**src/rtl/mdu_iter_if.sv**
```systemverilog
// mdu_iter_if
//   Groups the operation request, HI/LO results and status lines between the
//   EX stage and the iterative multiply/divide unit.
//   Request  (master -> slave): start, op_sel, a, b, flush, rd_hilo
//   Response (slave -> master): hi, lo, busy, done, stall
interface mdu_iter_if #(
  parameter int WIDTH = 32
);
  logic             start;
  logic [2:0]       op_sel;
  logic [WIDTH-1:0] a;
  logic [WIDTH-1:0] b;
  logic             flush;
  logic             rd_hilo;
  logic [WIDTH-1:0] hi;
  logic [WIDTH-1:0] lo;
  logic             busy;
  logic             done;
  logic             stall;

  modport master (
    output start, op_sel, a, b, flush, rd_hilo,
    input  hi, lo, busy, done, stall
  );

  modport slave (
    input  start, op_sel, a, b, flush, rd_hilo,
    output hi, lo, busy, done, stall
  );
endinterface

```
**src/rtl/mdu_iter.sv**
```systemverilog
// mdu_iter
//   Iterative multiply/divide unit of the EX stage. Owns HI/LO.
//   MULT/MULTU: radix-2 shift-add, WIDTH cycles, then one sign-fix cycle.
//   DIV/DIVU:   restoring division, WIDTH cycles, then one sign-fix cycle.
//   MTHI/MTLO:  single-cycle write from IDLE.
// Ports
//   clk   : core clock, rising edge
//   reset : asynchronous, active-low
//   bus   : mdu_iter_if slave (start, op_sel, a, b, flush, rd_hilo in;
//           hi, lo, busy, done, stall out)
module mdu_iter #(
  parameter int WIDTH = 32
) (
  input  logic       clk,
  input  logic       reset,
  mdu_iter_if.slave  bus
);

  localparam int            CW       = $clog2(WIDTH);
  localparam logic [CW-1:0] CNT_LAST = CW'(WIDTH - 1);

  localparam logic [1:0] S_IDLE = 2'd0;
  localparam logic [1:0] S_MUL  = 2'd1;
  localparam logic [1:0] S_DIV  = 2'd2;
  localparam logic [1:0] S_FIX  = 2'd3;

  logic [1:0]         state_q, state_d;
  logic [CW-1:0]      cnt_q, cnt_d;
  // Shared datapath: {accumulator, multiplier} for MUL,
  // {partial remainder, dividend/quotient} for DIV.
  logic [2*WIDTH-1:0] p_q, p_d;
  // Multiplicand magnitude for MUL, divisor magnitude for DIV.
  logic [WIDTH-1:0]   opnd_q, opnd_d;
  logic [WIDTH-1:0]   hi_q, hi_d;
  logic [WIDTH-1:0]   lo_q, lo_d;
  logic               sa_q, sa_d;
  logic               sb_q, sb_d;
  logic               dz_q, dz_d;
  logic               div_q, div_d;
  logic               busy_q, busy_d;
  logic               done_q, done_d;

  // Operand magnitudes; op_sel[0]=0 selects the signed variants (MULT, DIV).
  logic             is_signed;
  logic             a_neg, b_neg;
  logic [WIDTH-1:0] mag_a, mag_b;

  always_comb begin
    is_signed = ~bus.op_sel[0];
    a_neg     = is_signed & bus.a[WIDTH-1];
    b_neg     = is_signed & bus.b[WIDTH-1];
    mag_a     = a_neg ? -bus.a : bus.a;
    mag_b     = b_neg ? -bus.b : bus.b;
  end

  // One shift-add step: add the multiplicand into the upper half when the
  // current multiplier LSB is set, then shift the whole pair right.
  logic [WIDTH-1:0]   mul_addend;
  logic [WIDTH:0]     mul_sum;
  logic [2*WIDTH-1:0] mul_next;

  always_comb begin
    mul_addend = p_q[0] ? opnd_q : '0;
    mul_sum    = {1'b0, p_q[2*WIDTH-1:WIDTH]} + {1'b0, mul_addend};
    mul_next   = {mul_sum, p_q[WIDTH-1:1]};
  end

  // One restoring step: shift the next dividend bit into the remainder and
  // keep the trial difference only if it did not borrow (bit WIDTH clear).
  logic [WIDTH:0]     div_shift;
  logic [WIDTH:0]     div_trial;
  logic               div_ok;
  logic [2*WIDTH-1:0] div_next;

  always_comb begin
    div_shift = p_q[2*WIDTH-1:WIDTH-1];
    div_trial = div_shift - {1'b0, opnd_q};
    div_ok    = ~div_trial[WIDTH];
    div_next  = {(div_ok ? div_trial[WIDTH-1:0] : div_shift[WIDTH-1:0]),
                 p_q[WIDTH-2:0], div_ok};
  end

  // Sign correction; the remainder follows the dividend sign. The
  // most-negative overflow case falls out naturally since negating
  // 0x80..0 yields 0x80..0.
  logic [2*WIDTH-1:0] prod_fix;
  logic [WIDTH-1:0]   quo_fix;
  logic [WIDTH-1:0]   rem_fix;

  always_comb begin
    prod_fix = (sa_q ^ sb_q) ? -p_q : p_q;
    quo_fix  = (sa_q ^ sb_q) ? -p_q[WIDTH-1:0] : p_q[WIDTH-1:0];
    rem_fix  = sa_q ? -p_q[2*WIDTH-1:WIDTH] : p_q[2*WIDTH-1:WIDTH];
  end

  always_comb begin
    state_d = state_q;
    cnt_d   = cnt_q;
    p_d     = p_q;
    opnd_d  = opnd_q;
    hi_d    = hi_q;
    lo_d    = lo_q;
    sa_d    = sa_q;
    sb_d    = sb_q;
    dz_d    = dz_q;
    div_d   = div_q;
    done_d  = 1'b0;

    case (state_q)
      S_IDLE: begin
        if (bus.start && !bus.flush) begin
          case (bus.op_sel)
            3'd0, 3'd1: begin
              opnd_d  = mag_a;
              p_d     = {{WIDTH{1'b0}}, mag_b};
              sa_d    = a_neg;
              sb_d    = b_neg;
              dz_d    = 1'b0;
              div_d   = 1'b0;
              cnt_d   = '0;
              state_d = S_MUL;
            end
            3'd2, 3'd3: begin
              opnd_d  = mag_b;
              p_d     = {{WIDTH{1'b0}}, mag_a};
              sa_d    = a_neg;
              sb_d    = b_neg;
              dz_d    = (bus.b == '0);
              div_d   = 1'b1;
              cnt_d   = '0;
              state_d = S_DIV;
            end
            3'd4:    hi_d = bus.a;
            3'd5:    lo_d = bus.a;
            default: ;
          endcase
        end
      end

      S_MUL, S_DIV: begin
        if (bus.flush) begin
          state_d = S_IDLE;
          cnt_d   = '0;
        end else begin
          p_d   = (state_q == S_MUL) ? mul_next : div_next;
          cnt_d = cnt_q + CW'(1);
          if (cnt_q == CNT_LAST) begin
            cnt_d   = '0;
            state_d = S_FIX;
          end
        end
      end

      default: begin
        state_d = S_IDLE;
        if (!bus.flush) begin
          done_d = 1'b1;
          if (div_q) begin
            hi_d = rem_fix;
            lo_d = dz_q ? '1 : quo_fix;
          end else begin
            {hi_d, lo_d} = prod_fix;
          end
        end
      end
    endcase

    busy_d = (state_d != S_IDLE);
  end

  always_ff @(posedge clk or negedge reset) begin
    if (!reset) begin
      state_q <= S_IDLE;
      cnt_q   <= '0;
      p_q     <= '0;
      opnd_q  <= '0;
      hi_q    <= '0;
      lo_q    <= '0;
      sa_q    <= 1'b0;
      sb_q    <= 1'b0;
      dz_q    <= 1'b0;
      div_q   <= 1'b0;
      busy_q  <= 1'b0;
      done_q  <= 1'b0;
    end else begin
      state_q <= state_d;
      cnt_q   <= cnt_d;
      p_q     <= p_d;
      opnd_q  <= opnd_d;
      hi_q    <= hi_d;
      lo_q    <= lo_d;
      sa_q    <= sa_d;
      sb_q    <= sb_d;
      dz_q    <= dz_d;
      div_q   <= div_d;
      busy_q  <= busy_d;
      done_q  <= done_d;
    end
  end

  assign bus.hi    = hi_q;
  assign bus.lo    = lo_q;
  assign bus.busy  = busy_q;
  assign bus.done  = done_q;
  assign bus.stall = busy_q & (bus.rd_hilo | bus.start);

endmodule

```
**src/flat_wrapper.sv**
```systemverilog
// flat-port wrapper written by rule: the top's interface ports become plain ports
module mdu_iter_flat 
#(
  parameter int WIDTH = 32
)
  (clk, reset, bus_start, bus_op_sel, bus_a, bus_b, bus_flush, bus_rd_hilo, bus_hi, bus_lo, bus_busy, bus_done, bus_stall);
  mdu_iter_if #(.WIDTH(WIDTH)) bus_i ();
  input  logic clk;
  input  logic reset;
  input wire logic [$bits(bus_i.start)-1:0] bus_start;
  input wire logic [$bits(bus_i.op_sel)-1:0] bus_op_sel;
  input wire logic [$bits(bus_i.a)-1:0] bus_a;
  input wire logic [$bits(bus_i.b)-1:0] bus_b;
  input wire logic [$bits(bus_i.flush)-1:0] bus_flush;
  input wire logic [$bits(bus_i.rd_hilo)-1:0] bus_rd_hilo;
  output wire logic [$bits(bus_i.hi)-1:0] bus_hi;
  output wire logic [$bits(bus_i.lo)-1:0] bus_lo;
  output wire logic [$bits(bus_i.busy)-1:0] bus_busy;
  output wire logic [$bits(bus_i.done)-1:0] bus_done;
  output wire logic [$bits(bus_i.stall)-1:0] bus_stall;
  assign bus_i.start = bus_start;
  assign bus_i.op_sel = bus_op_sel;
  assign bus_i.a = bus_a;
  assign bus_i.b = bus_b;
  assign bus_i.flush = bus_flush;
  assign bus_i.rd_hilo = bus_rd_hilo;
  assign bus_hi = bus_i.hi;
  assign bus_lo = bus_i.lo;
  assign bus_busy = bus_i.busy;
  assign bus_done = bus_i.done;
  assign bus_stall = bus_i.stall;
  mdu_iter #(.WIDTH(WIDTH)) u_core (.clk(clk), .reset(reset), .bus(bus_i));
endmodule
```
**config.mk**
```make
export PLATFORM = sky130hd
export DESIGN_NAME = mdu_iter_flat
export DESIGN_NICKNAME = d
export VERILOG_FILES = /design/src/rtl/mdu_iter_if.sv /design/src/rtl/mdu_iter.sv /design/src/flat_wrapper.sv
export SDC_FILE = /design/constraint.sdc
export NUM_CORES = 1
export LEC_CHECK = 0
export ABC_AREA = 0
export BUFFER_PORTS_ARGS = -buffer_cell sky130_fd_sc_hd__buf_2
export CAP_MARGIN = 40
export CORE_MARGIN = 2
export CORE_UTILIZATION = 50
export CTS_BUF_LIST = sky130_fd_sc_hd__clkbuf_2 sky130_fd_sc_hd__clkbuf_4 sky130_fd_sc_hd__clkbuf_8
export CTS_CLUSTER_SIZE = 20
export DETAILED_ROUTE_END_ITERATION = 12
export PLACE_DENSITY = 0.74
export SYNTH_ARGS = -nofsm -noshare
export SYNTH_HDL_FRONTEND = slang
export SYNTH_SLANG_ARGS = --single-unit
```
**constraint.sdc**
```tcl
create_clock -name clk -period 7.3 [get_ports clk]
set_input_delay 0.365 -clock clk [delete_from_list [all_inputs] [get_ports clk]]
set_output_delay 0.365 -clock clk [all_outputs]
set_load 0.02 [all_outputs]
```
==> metrics.md, run 1 <==
| Metric | Value |
|---|---|
| Reg-to-Reg End | `u_core.p_q[37]` |
| Synth warnings | `0` |
| Clk buf depth | `2` |
| Fin crit share | `0.552` |
| Slowest stage cell, crit path | `nor2_4` |
| CTS buffer count | `17` |
| Fmax | `248 MHz` |
| Fin nets | `2197` |
| Reg clk slew, reported paths | `0.11 ns` |
| Overall Global Routing Usage | `0.353` |
| Cts repair resizes | `0` |
| Worst Skew | `0.0191 ns` |
| Starting Density | `0.511` |
| Drt total wl | `55600 um` |
| Peak VDD IR | `258 uV` |
| First-pass GRT wire length | `86100 um` |
| CTS tree | `built` |
| Seq cells post-synth | `173` |
| Synth Flop Type | `dfrtp_1` |
| Area grow syn2layout | `9.40%` |
| R2R setup slack | `3.27 ns` |
| Syn avg cell area | `7.70 um2` |
| Hold-fix buffers at CTS | `1` |
| Max cap viols | `0` |
| CP cell instances | `inv_1 > ha_1 > fa_1 > nor2b_1 > o31a_1 > o21a_1 > o211ai_1 > a31oi_1 > a211oi_2 > buf_4 > nor2_4 > mux2_2 > o21ai_0` |
| Final Power | `7.45 mW` |
| CP Max Fanout | `25` |
| Crit path launch type | `flop` |
| Req. time, crit path | `7.71 ns` |
| Root buf cell | `clkbuf_8` |
| Leakage Power | `7.39 nW` |
| Gpl congestion | `1.01` |
| Worst EP arrival | `4.44 ns` |
| Ant. Diodes | `0` |
| Remaining Overflow, GRT | `0` |
| Slew at the pin closest to its max-slew limit | `0.980 ns` |
| Netlist cell types | `85` |
| Antenna violations before repair | `1` |
| Via count | `15800` |
| # IOs | `139` |
| Skew-Pair Late Insertion Delay | `0.49 ns` |
| Worst stage delay on the critical path | `0.69 ns` |
| Drt drc | `0` |
| Die area | `0.0319 mm2` |
| Setup tns final | `0 ns` |
| Hold slack | `0.132 ns` |
| Cells on worst reg2reg path | `13` |
| Layout cells sized above 1 | `0.122` |
| Final setup vio count | `0` |
| Crit-path leading delay family | `compound AO/OA/AOI/OAI gates` |
| Cell count after synthesis | `1981` |
| Most common cell after layout, fill and taps aside | `nand2_1` |
| Element type at the critical path end | `flop` |
| Rel. slew slack | `0.344` |
| 1st-iter DRT viols | `1822` |
| Syn nets | `2129` |
| Final Hold Fails | `0` |
| ANT nets after route | `0` |
| Tmin final | `4.03 ns` |
| Pwr dens | `446 mW/mm2` |
| HP Start | `bus_flush` |
| Pin count of the biggest net entering global routing | `93` |
| DIE WIDTH | `179 um` |
| Most frequent cells in the layout | `nand2_1 (227), o21ai_0 (200), nor2_1 (181), a21oi_1 (178), dfrtp_1 (173)` |
| Port Buffers | `138` |
| H-Tree Depth | `4` |
| Worst reg2reg path startpoint | `u_core.p_q[31]` |
| DR vias/cell | `6.42` |
| Hold path endpoint | `u_core.bus.done` |
| Synth Cell Area | `0.0153 mm2` |
| DPL Wire Length | `43100 um` |
| Row count | `63` |
| Async S/R FF share, synth | `1.00` |
| Pins Over Slew Limit | `0` |
| Post-CTS Setup Bufs | `0` |
| WP buf/inv | `2` |
| Hold/Removal Path Class | `input port to flop` |
| Number of synthesized flops with an enable pin | `0` |
| Vias in the first global route | `14800` |
| Outcome | `complete, no violations` |
| WL per Instance | `22.7 um` |
| RSZ-0062 raised after global routing | `no` |
| Core box area | `0.0299 mm2` |
| Fillers | `2831` |
| WHS Path Cells | `2` |
| Num Clock Sinks | `173` |
| Die height | `179 um` |
| Register area share after synthesis | `0.284` |
| First drt pass iteration count | `6` |
| Setup CP Type | `flop to flop` |
how the worst max path moves through the flow:
stage | from | endpoint | slack (ns) | cells past startpoint
after floorplan | u_core.p_q[0] | u_core.p_q[59] | 4.21 | 14
after global placement | u_core.p_q[0] | u_core.p_q[60] | 3.19 | 11
after detailed placement | u_core.p_q[31] | u_core.p_q[37] | 3.31 | 13
after CTS | u_core.p_q[31] | u_core.p_q[37] | 3.29 | 13
after global routing | u_core.p_q[31] | u_core.p_q[37] | 3.00 | 13
final | u_core.p_q[31] | u_core.p_q[37] | 3.27 | 13
synth_stat cells, drive strengths merged (36+ instances only):
cell	instances	area, um2
a21oi	179	900
xnor2	105	920
clkbuf	100	375
xor2	70	613
inv	68	255
nor3	46	240
ha	74	926
a21o	36	270
nand3	42	223
nand2	227	852
mux2i	40	400
dfrtp	173	4330
o21ai	209	1050
o22ai	49	307
nor2	185	704
flip-flops by register name (all words and copies together) (netlist names):
name / count
u_core.div_q: 1
u_core.bus.lo: 32
u_core.sb_q: 1
u_core.bus.done: 1
u_core.state_q: 2
u_core.bus.busy: 1
u_core.bus.hi: 32
u_core.p_q: 64
u_core.opnd_q: 32
u_core.dz_q: 1
u_core.sa_q: 1
u_core.cnt_q: 5
metal layers:
layer,up-vias,global-route usage,share of wire
met1,7498,0.472,0.41
li1,7273,-,-
met4,0,0.154,0.045
met3,137,0.0581,0.094
met5,-,0,0
met2,846,0.562,0.45
area by class of cell:
| class | instances | area (um2) | area share |
|---|---|---|---|
| Timing Repair Buffer | 168 | 1020 | 0.0612 |
| Clock buffer | 18 | 241 | 0.0145 |
| Inverter | 71 | 267 | 0.0160 |
| Clock inverter | 14 | 130 | 0.00779 |
| Tap cell | 390 | 488 | 0.0292 |
| Sequential cell | 173 | 4330 | 0.259 |
| Multi-Input combinational cell | 1618 | 10200 | 0.612 |
stage by stage:
step,worst slack [ns],instances,utilization,cell area (um2)
2_1_floorplan,4.21,1981,-,15300
3_3_place_gp,3.19,2407,0.540,16100
3_5_place_dp,3.31,2419,0.546,16300
4_1_cts,3.29,2452,0.559,16700
5_1_grt,3.00,2452,0.559,16700
6_report,3.27,2452,0.559,16700
report_power, final:
part / leakage, nW / switching (mW) / internal, mW
clock: 0.183 / 0.429 / 0.253
combinational: 5.01 / 3.16 / 1.82
sequential: 2.20 / 0.447 / 1.34
cell families (layout without fill, tap and decap cells):
group,after synthesis,count (layout),synth area share
XOR/XNOR,175,175,0.100
flip-flops,173,173,0.284
AND/OR/NAND/NOR,649,649,0.201
adder cells (fa/ha/maj),76,76,0.0633
buffers and inverters,190,271,0.0484
multiplexers,54,54,0.0366
AO/OA/AOI/OAI,664,664,0.267
(Power assumes the default switching activity.)
==> run 2, diff against run 1 <==
==> constraint.sdc (replaced) <==
create_clock -name clk -period 4.1 [get_ports clk]
set_input_delay 0.205 -clock clk [delete_from_list [all_inputs] [get_ports clk]]
set_output_delay 0.205 -clock clk [all_outputs]
set_load 0.02 [all_outputs]
==> run 2 against run 1 <==
Wire length is 4.9% higher; total power is 82% higher; combinational power is 84% higher; clock power is 87% higher; clock-buffer cell count stayed put; sequential power is 72% higher.
==> metrics.md, run 2 (synthesized netlist as in run 1, its figures left out) <==
| Metric | Value |
|---|---|
| DIE WIDTH | `179 um` |
| Final Hold Fails | `0` |
| Gpl congestion | `1.02` |
| Cells after DPL | `2449` |
| Finished Layout Cells | `2484` |
| Pins Over Slew Limit | `0` |
| CTS buffer count | `17` |
| Largest register FFs | `64` |
| CP Max Fanout | `13` |
| Via count | `15900` |
| Outcome | `complete, no violations` |
| Vias in the first global route | `15100` |
| Starting Density | `0.511` |
| Worst EP arrival | `4.17 ns` |
| Area grow syn2layout | `10.8%` |
| Antenna violations before repair | `0` |
| Reg clk slew, reported paths | `0.11 ns` |
| Die height | `179 um` |
| Rel. slew slack | `0.389` |
| Row count | `63` |
| H-Tree Depth | `4` |
| DR vias/cell | `6.41` |
| Core Util, Final | `0.566` |
| ANT nets after route | `0` |
| Most frequent cells in the layout | `nand2_1 (227), o21ai_0 (200), nor2_1 (182), a21oi_1 (178), dfrtp_1 (173)` |
| # IOs | `139` |
| Peak VDD IR | `458 uV` |
| Slowest stage cell, crit path | `nor2_4` |
| Element type at the critical path end | `flop` |
| Skew-Pair Late Insertion Delay | `0.50 ns` |
| Layout cells sized above 1 | `0.134` |
| Remaining Overflow, GRT | `0` |
| Root buf cell | `clkbuf_8` |
| 1st-iter DRT viols | `1804` |
| RSZ-0062 raised after global routing | `no` |
| Most flops, register | `u_core.p_q` |
| First-pass GRT wire length | `88900 um` |
| Worst stage delay on the critical path | `0.56 ns` |
| Most common cell after layout, fill and taps aside | `nand2_1` |
| DPL Wire Length | `45200 um` |
| Core box area | `0.0299 mm2` |
| Drt total wl | `58300 um` |
| Pin count of the biggest net entering global routing | `95` |
| Drt drc | `0` |
| CP cell instances | `inv_1 > ha_1 > fa_1 > nor2b_1 > o31a_1 > o21a_1 > o211ai_1 > nand4_1 > and3_1 > nor2_4 > buf_12 > mux2i_1 > o221ai_1` |
| Port Buffers | `138` |
| Fin nets | `2228` |
| Num Clock Sinks | `173` |
| Final setup vio count | `0` |
| WL per Instance | `23.5 um` |
| Hold/Removal Path Class | `input port to flop` |
| Setup CP Type | `flop to flop` |
| Fmax | `263 MHz` |
| Post-CTS Setup Bufs | `0` |
| Worst Skew | `0.0204 ns` |
| Final Power | `13.5 mW` |
| First drt pass iteration count | `6` |
| Crit path launch type | `flop` |
| Req. time, crit path | `4.48 ns` |
| Leakage Power | `7.55 nW` |
| Tmin final | `3.80 ns` |
| Die area | `0.0319 mm2` |
| Overall Global Routing Usage | `0.367` |
| Max cap viols | `0` |
| Setup tns final | `0 ns` |
| CTS tree | `built` |
| Slew at the pin closest to its max-slew limit | `0.917 ns` |
| Fillers | `2828` |
| Clk buf depth | `2` |
| Pwr dens | `800 mW/mm2` |
| Fin crit share | `0.926` |
## run 2: critical path: cells and delay by family, from the launching register on
kind	cells	cell delay (ns)
and+or+nand+nor	4	1.14
buffers and inverters	2	0.40
DFF	1	0.45
AOI/OAI and AO/OA	4	1.05
muxes	1	0.22
adders and majority gates	2	0.43
## run 2: stage by stage
step	hold WS (ns)	cell area (um2)	setup slack, ns
finish	0.0772	16900	0.302
detailed placement	0.283	16500	0.345
CTS	0.0576	16900	0.386
global placement	0.284	16400	0.402
global route	0.0687	16900	0.107
floorplan	-0.0906	15300	1.01
## run 2: area by class of cell
cell class                      instances  area, um2  area share
Timing Repair Buffer                  199       1220      0.0720
Sequential cell                       173       4330       0.256
Inverter                               71        267      0.0158
Clock buffer                           18        248      0.0146
Tap cell                              390        488      0.0289
Clock inverter                         14        148     0.00873
Antenna cell                            1       2.50    0.000148
Multi-Input combinational cell       1618      10200       0.604
## run 2: path summary, 6_finish.rpt
| path | endpoint | slack, ns | startpoint | cells after the start |
|---|---|---|---|---|
| min | u_core.bus.hi[25] | 0.08 | bus_a[25] | 3 |
| min reg2reg | u_core.bus.lo[8] | 0.48 | u_core.bus.lo[8] | 2 |
| min in group asynchronous | u_core.p_q[7] | 0.33 | reset | 2 |
| max reg2reg | u_core.p_q[51] | 0.30 | u_core.p_q[31] | 13 |
| max | u_core.p_q[51] | 0.30 | u_core.p_q[31] | 13 |
| max in group asynchronous | u_core.opnd_q[31] | 2.75 | reset | 3 |
## run 2: routing by layer
layer / vias to the layer above / part of all wire / wire length, um / global-route usage
met5: - / 0 / 0 / 0
met4: 0 / 0.050 / 2910 / 0.175
met3: 151 / 0.087 / 5080 / 0.0602
met2: 839 / 0.45 / 26100 / 0.584
met1: 7610 / 0.42 / 24200 / 0.487
li1: 7333 / - / - / -
## run 2: what timing repair did
item,in CTS,in global routing
hold endpoints to repair,80,0
gates resized for setup,0,0
hold buffers,2,0
endpoints found under the setup margin,0,0
## run 2: power breakdown
group / internal, mW / leakage [nW] / switching, mW / total (mW)
sequential: 2.39 / 2.20 / 0.678 / 3.07
clock: 0.521 / 0.198 / 0.764 / 1.28
combinational: 3.36 / 5.15 / 5.82 / 9.17
==> run 3, diff against run 2 <==
--- a/config.mk
+++ b/config.mk
@@ -5,7 +5,7 @@
 export SDC_FILE = /design/constraint.sdc
 export NUM_CORES = 1
 export LEC_CHECK = 0
-export ABC_AREA = 0
+export ABC_AREA = 1
 export BUFFER_PORTS_ARGS = -buffer_cell sky130_fd_sc_hd__buf_2
 export CAP_MARGIN = 40
 export CORE_MARGIN = 2
@@ -13,7 +13,7 @@
 export CTS_BUF_LIST = sky130_fd_sc_hd__clkbuf_2 sky130_fd_sc_hd__clkbuf_4 sky130_fd_sc_hd__clkbuf_8
 export CTS_CLUSTER_SIZE = 20
 export DETAILED_ROUTE_END_ITERATION = 12
-export PLACE_DENSITY = 0.74
+export PLACE_DENSITY = 0.73
 export SYNTH_ARGS = -nofsm -noshare
 export SYNTH_HDL_FRONTEND = slang
 export SYNTH_SLANG_ARGS = --single-unit
==> run 3 against run 2 <==
The flow now finishes with violations (DRC); largest cell class unchanged; die area up 19%; sequential cell count is the same; clock-buffer cell count down 1; clock skew up 0.0056 ns; setup slack improved by 0.44 ns; synthesized cell count grew 59%; total power increased by 43%; worst hold slack worse by 0.047 ns; maximum frequency rose by 13%.
==> metrics.md, run 3 <==
| Metric | Value |
|---|---|
| Count leader, synth | `nand2_1` |
| Leakage Power | `10.7 nW` |
| Final setup vio count | `0` |
| Worst EP arrival | `3.75 ns` |
| First drt pass iteration count | `10` |
| Tmin final | `3.35 ns` |
| DIE WIDTH | `195 um` |
| Reg clk slew, reported paths | `0.12 ns` |
| CP Max Fanout | `29` |
| Hold/Removal Path Class | `input port to flop` |
| Antenna violations before repair | `1` |
| Netlist cell types | `49` |
| Clock share of power | `0.069` |
| Most flops, register | `u_core.p_q` |
| Outcome | `finished with violations` |
| Most frequent cells in the layout | `nand2_1 (972), inv_1 (423), nor2_1 (399), nand3_1 (290), a21oi_1 (217)` |
| Flop pwr share | `0.185` |
| Num Clock Sinks | `173` |
| Element type at the critical path end | `flop` |
| Area grow syn2layout | `9.60%` |
| Top-area cell type share of the netlist area | `0.237` |
| Skew-Pair Late Insertion Delay | `0.52 ns` |
| Req. time, crit path | `4.50 ns` |
| Slew at the pin closest to its max-slew limit | `0.862 ns` |
| Main area contributors after synthesis | `dfrtp_1 (24%), nand2_1 (20%), inv_1 (8.7%), nor2_1 (8.2%), nand3_1 (7.9%)` |
| Via count | `22500` |
| Worst stage delay on the critical path | `0.57 ns` |
| Synth top cells by count | `nand2_1 (972), inv_1 (423), nor2_1 (401)` |
| DPL Wire Length | `68000 um` |
| Fillers | `3821` |
| Peak VDD IR | `656 uV` |
| Layout cells sized above 1 | `0.0846` |
| Core Util, Final | `0.552` |
| Drt total wl | `84500 um` |
| Pin count of the biggest net entering global routing | `85` |
| Worst Skew | `0.0260 ns` |
| Port Buffers | `138` |
| # IOs | `139` |
| WL per Instance | `22.6 um` |
| Drt drc | `1` |
| Syn avg cell area | `5.79 um2` |
| CTS tree | `built` |
| Fmax | `298 MHz` |
| Crit path launch type | `flop` |
| First-pass GRT wire length | `125000 um` |
| Root buf cell | `clkbuf_8` |
| Number of synthesized flops with an enable pin | `0` |
| Cell taking the most area after synthesis | `dfrtp_1` |
| Cts repair resizes | `0` |
| Clk buf depth | `2` |
| Largest register FFs | `64` |
| Fin nets | `3411` |
| Seq cells post-synth | `173` |
| Most common cell after layout, fill and taps aside | `nand2_1` |
| Failing checks | `DRC` |
| Final Hold Fails | `0` |
| Async S/R FF share, synth | `1.00` |
| Setup tns final | `0 ns` |
| ANT nets after route | `0` |
| Core box area | `0.0363 mm2` |
| Max cap viols | `0` |
| Synth Flop Type | `dfrtp_1` |
| Syn nets | `3304` |
| Die area | `0.0381 mm2` |
| Synth warnings | `0` |
| RSZ-0062 raised after global routing | `no` |
| Die height | `195 um` |
| Cells on worst reg2reg path | `17` |
| Row count | `70` |
| Int Pwr | `7.36 mW` |
| Pins Over Slew Limit | `0` |
| Synth Cell Area | `0.0183 mm2` |
| Switching pwr | `12.0 mW` |
| Setup CP Type | `flop to flop` |
| Slowest stage cell, crit path | `nand2_2` |
| Overall Global Routing Usage | `0.438` |
| Power share of the combinational group | `0.746` |
| 1st-iter DRT viols | `2966` |
| CTS buffer count | `17` |
| Fin crit share | `0.818` |
| Rel. slew slack | `0.419` |
| DR vias/cell | `6.02` |
| Starting Density | `0.504` |
| WHS Path Cells | `3` |
| Cell count after synthesis | `3156` |
| Remaining Overflow, GRT | `0` |
| Gpl congestion | `1.09` |
| Register area share after synthesis | `0.237` |
| Pwr dens | `969 mW/mm2` |
| Vias in the first global route | `20600` |
| Sw frac | `0.621` |
| Ant. Diodes | `0` |
| H-Tree Depth | `4` |
| CP cell instances | `inv_1 > ha_1 > fa_1 > inv_1 > nand2_1 > nand2_1 > nand3_1 > nand2_2 > nand2_1 > nand2_2 > nand2_4 > nand2_4 > nand2_2 > nand2_2 > nand2_1 > nor2_1 > o21ai_1` |
run 3: power by group through the flow:
stage               registers [mW]  logic (mW)  clock network (mW)
floorplan                     3.51        9.27                   0
CTS                           3.49        14.0                1.33
finish                        3.58        14.5                1.34
global route                  3.60        15.8                1.40
global placement              3.50        13.8                   0
detailed placement            3.52        13.9                   0
run 3: worst max-delay path: cells and delay by family, from the launching register on:
family	cells	cell delay, ns
DFF	1	0.49
adders and majority gates	2	0.67
buffers and inverters	2	0.27
and+or+nand+nor	12	1.71
AOI/OAI and AO/OA	1	0.09
run 3: per-stage QoR:
stage / hold slack [ns] / setup WS, ns / cell area (um2) / cells / power [mW]
2_1_floorplan: -0.0906 / 1.48 / 18300 / 3156 / 12.8
3_3_place_gp: 0.359 / 0.949 / 19500 / 3705 / 17.3
3_5_place_dp: 0.0199 / 0.853 / 19600 / 3710 / 17.5
4_1_cts: 0.00211 / 0.812 / 20000 / 3744 / 18.8
5_1_grt: 0.0326 / 0.546 / 20000 / 3744 / 20.8
6_report: 0.0306 / 0.746 / 20000 / 3744 / 19.4
run 3: per-layer routing:
layer / vias up / GRT usage / wire (um)
met3: 277 / 0.0941 / 10500
li1: 10300 / - / -
met2: 1521 / 0.661 / 35800
met4: 2 / 0.260 / 5860
met5: - / 0 / 11
met1: 10400 / 0.578 / 32400
run 3: worst paths after layout:
path | end | from | slack (ns)
max reg2reg | u_core.p_q[44] | u_core.p_q[31] | 0.75
min | u_core.bus.lo[28] | bus_a[28] | 0.03
max | u_core.p_q[44] | u_core.p_q[31] | 0.75
min in group asynchronous | u_core.bus.hi[29] | reset | 0.07
max in group asynchronous | u_core.opnd_q[1] | reset | 2.77
min reg2reg | u_core.bus.lo[10] | u_core.bus.lo[10] | 0.50
run 3: logic make-up (layout without fill, tap and decap cells):
group / count (synthesis) / count (layout) / share of synthesized area
adder cells (fa/ha/maj): 76 / 76 / 0.0529
AO/OA/AOI/OAI: 506 / 506 / 0.153
flip-flops: 173 / 173 / 0.237
buffers and inverters: 541 / 661 / 0.115
AND/OR/NAND/NOR: 1777 / 1777 / 0.402
XOR/XNOR: 83 / 83 / 0.0398
run 3: timing repair:
item | CTS | global route
setup buffers | 0 | 0
hold buffers | 2 | 0
hold endpoints to repair | 91 | 0
run 3: layout make-up:
class | instances | area (um2) | share of cell area
flip-flops and latches | 173 | 4330 | 0.216
clock buffers | 17 | 234 | 0.0117
clock inverters | 15 | 175 | 0.00875
repair buffers | 194 | 1210 | 0.0607
inverters | 435 | 1630 | 0.0816
multi-input cells | 2442 | 11800 | 0.592
well taps | 468 | 586 | 0.0292
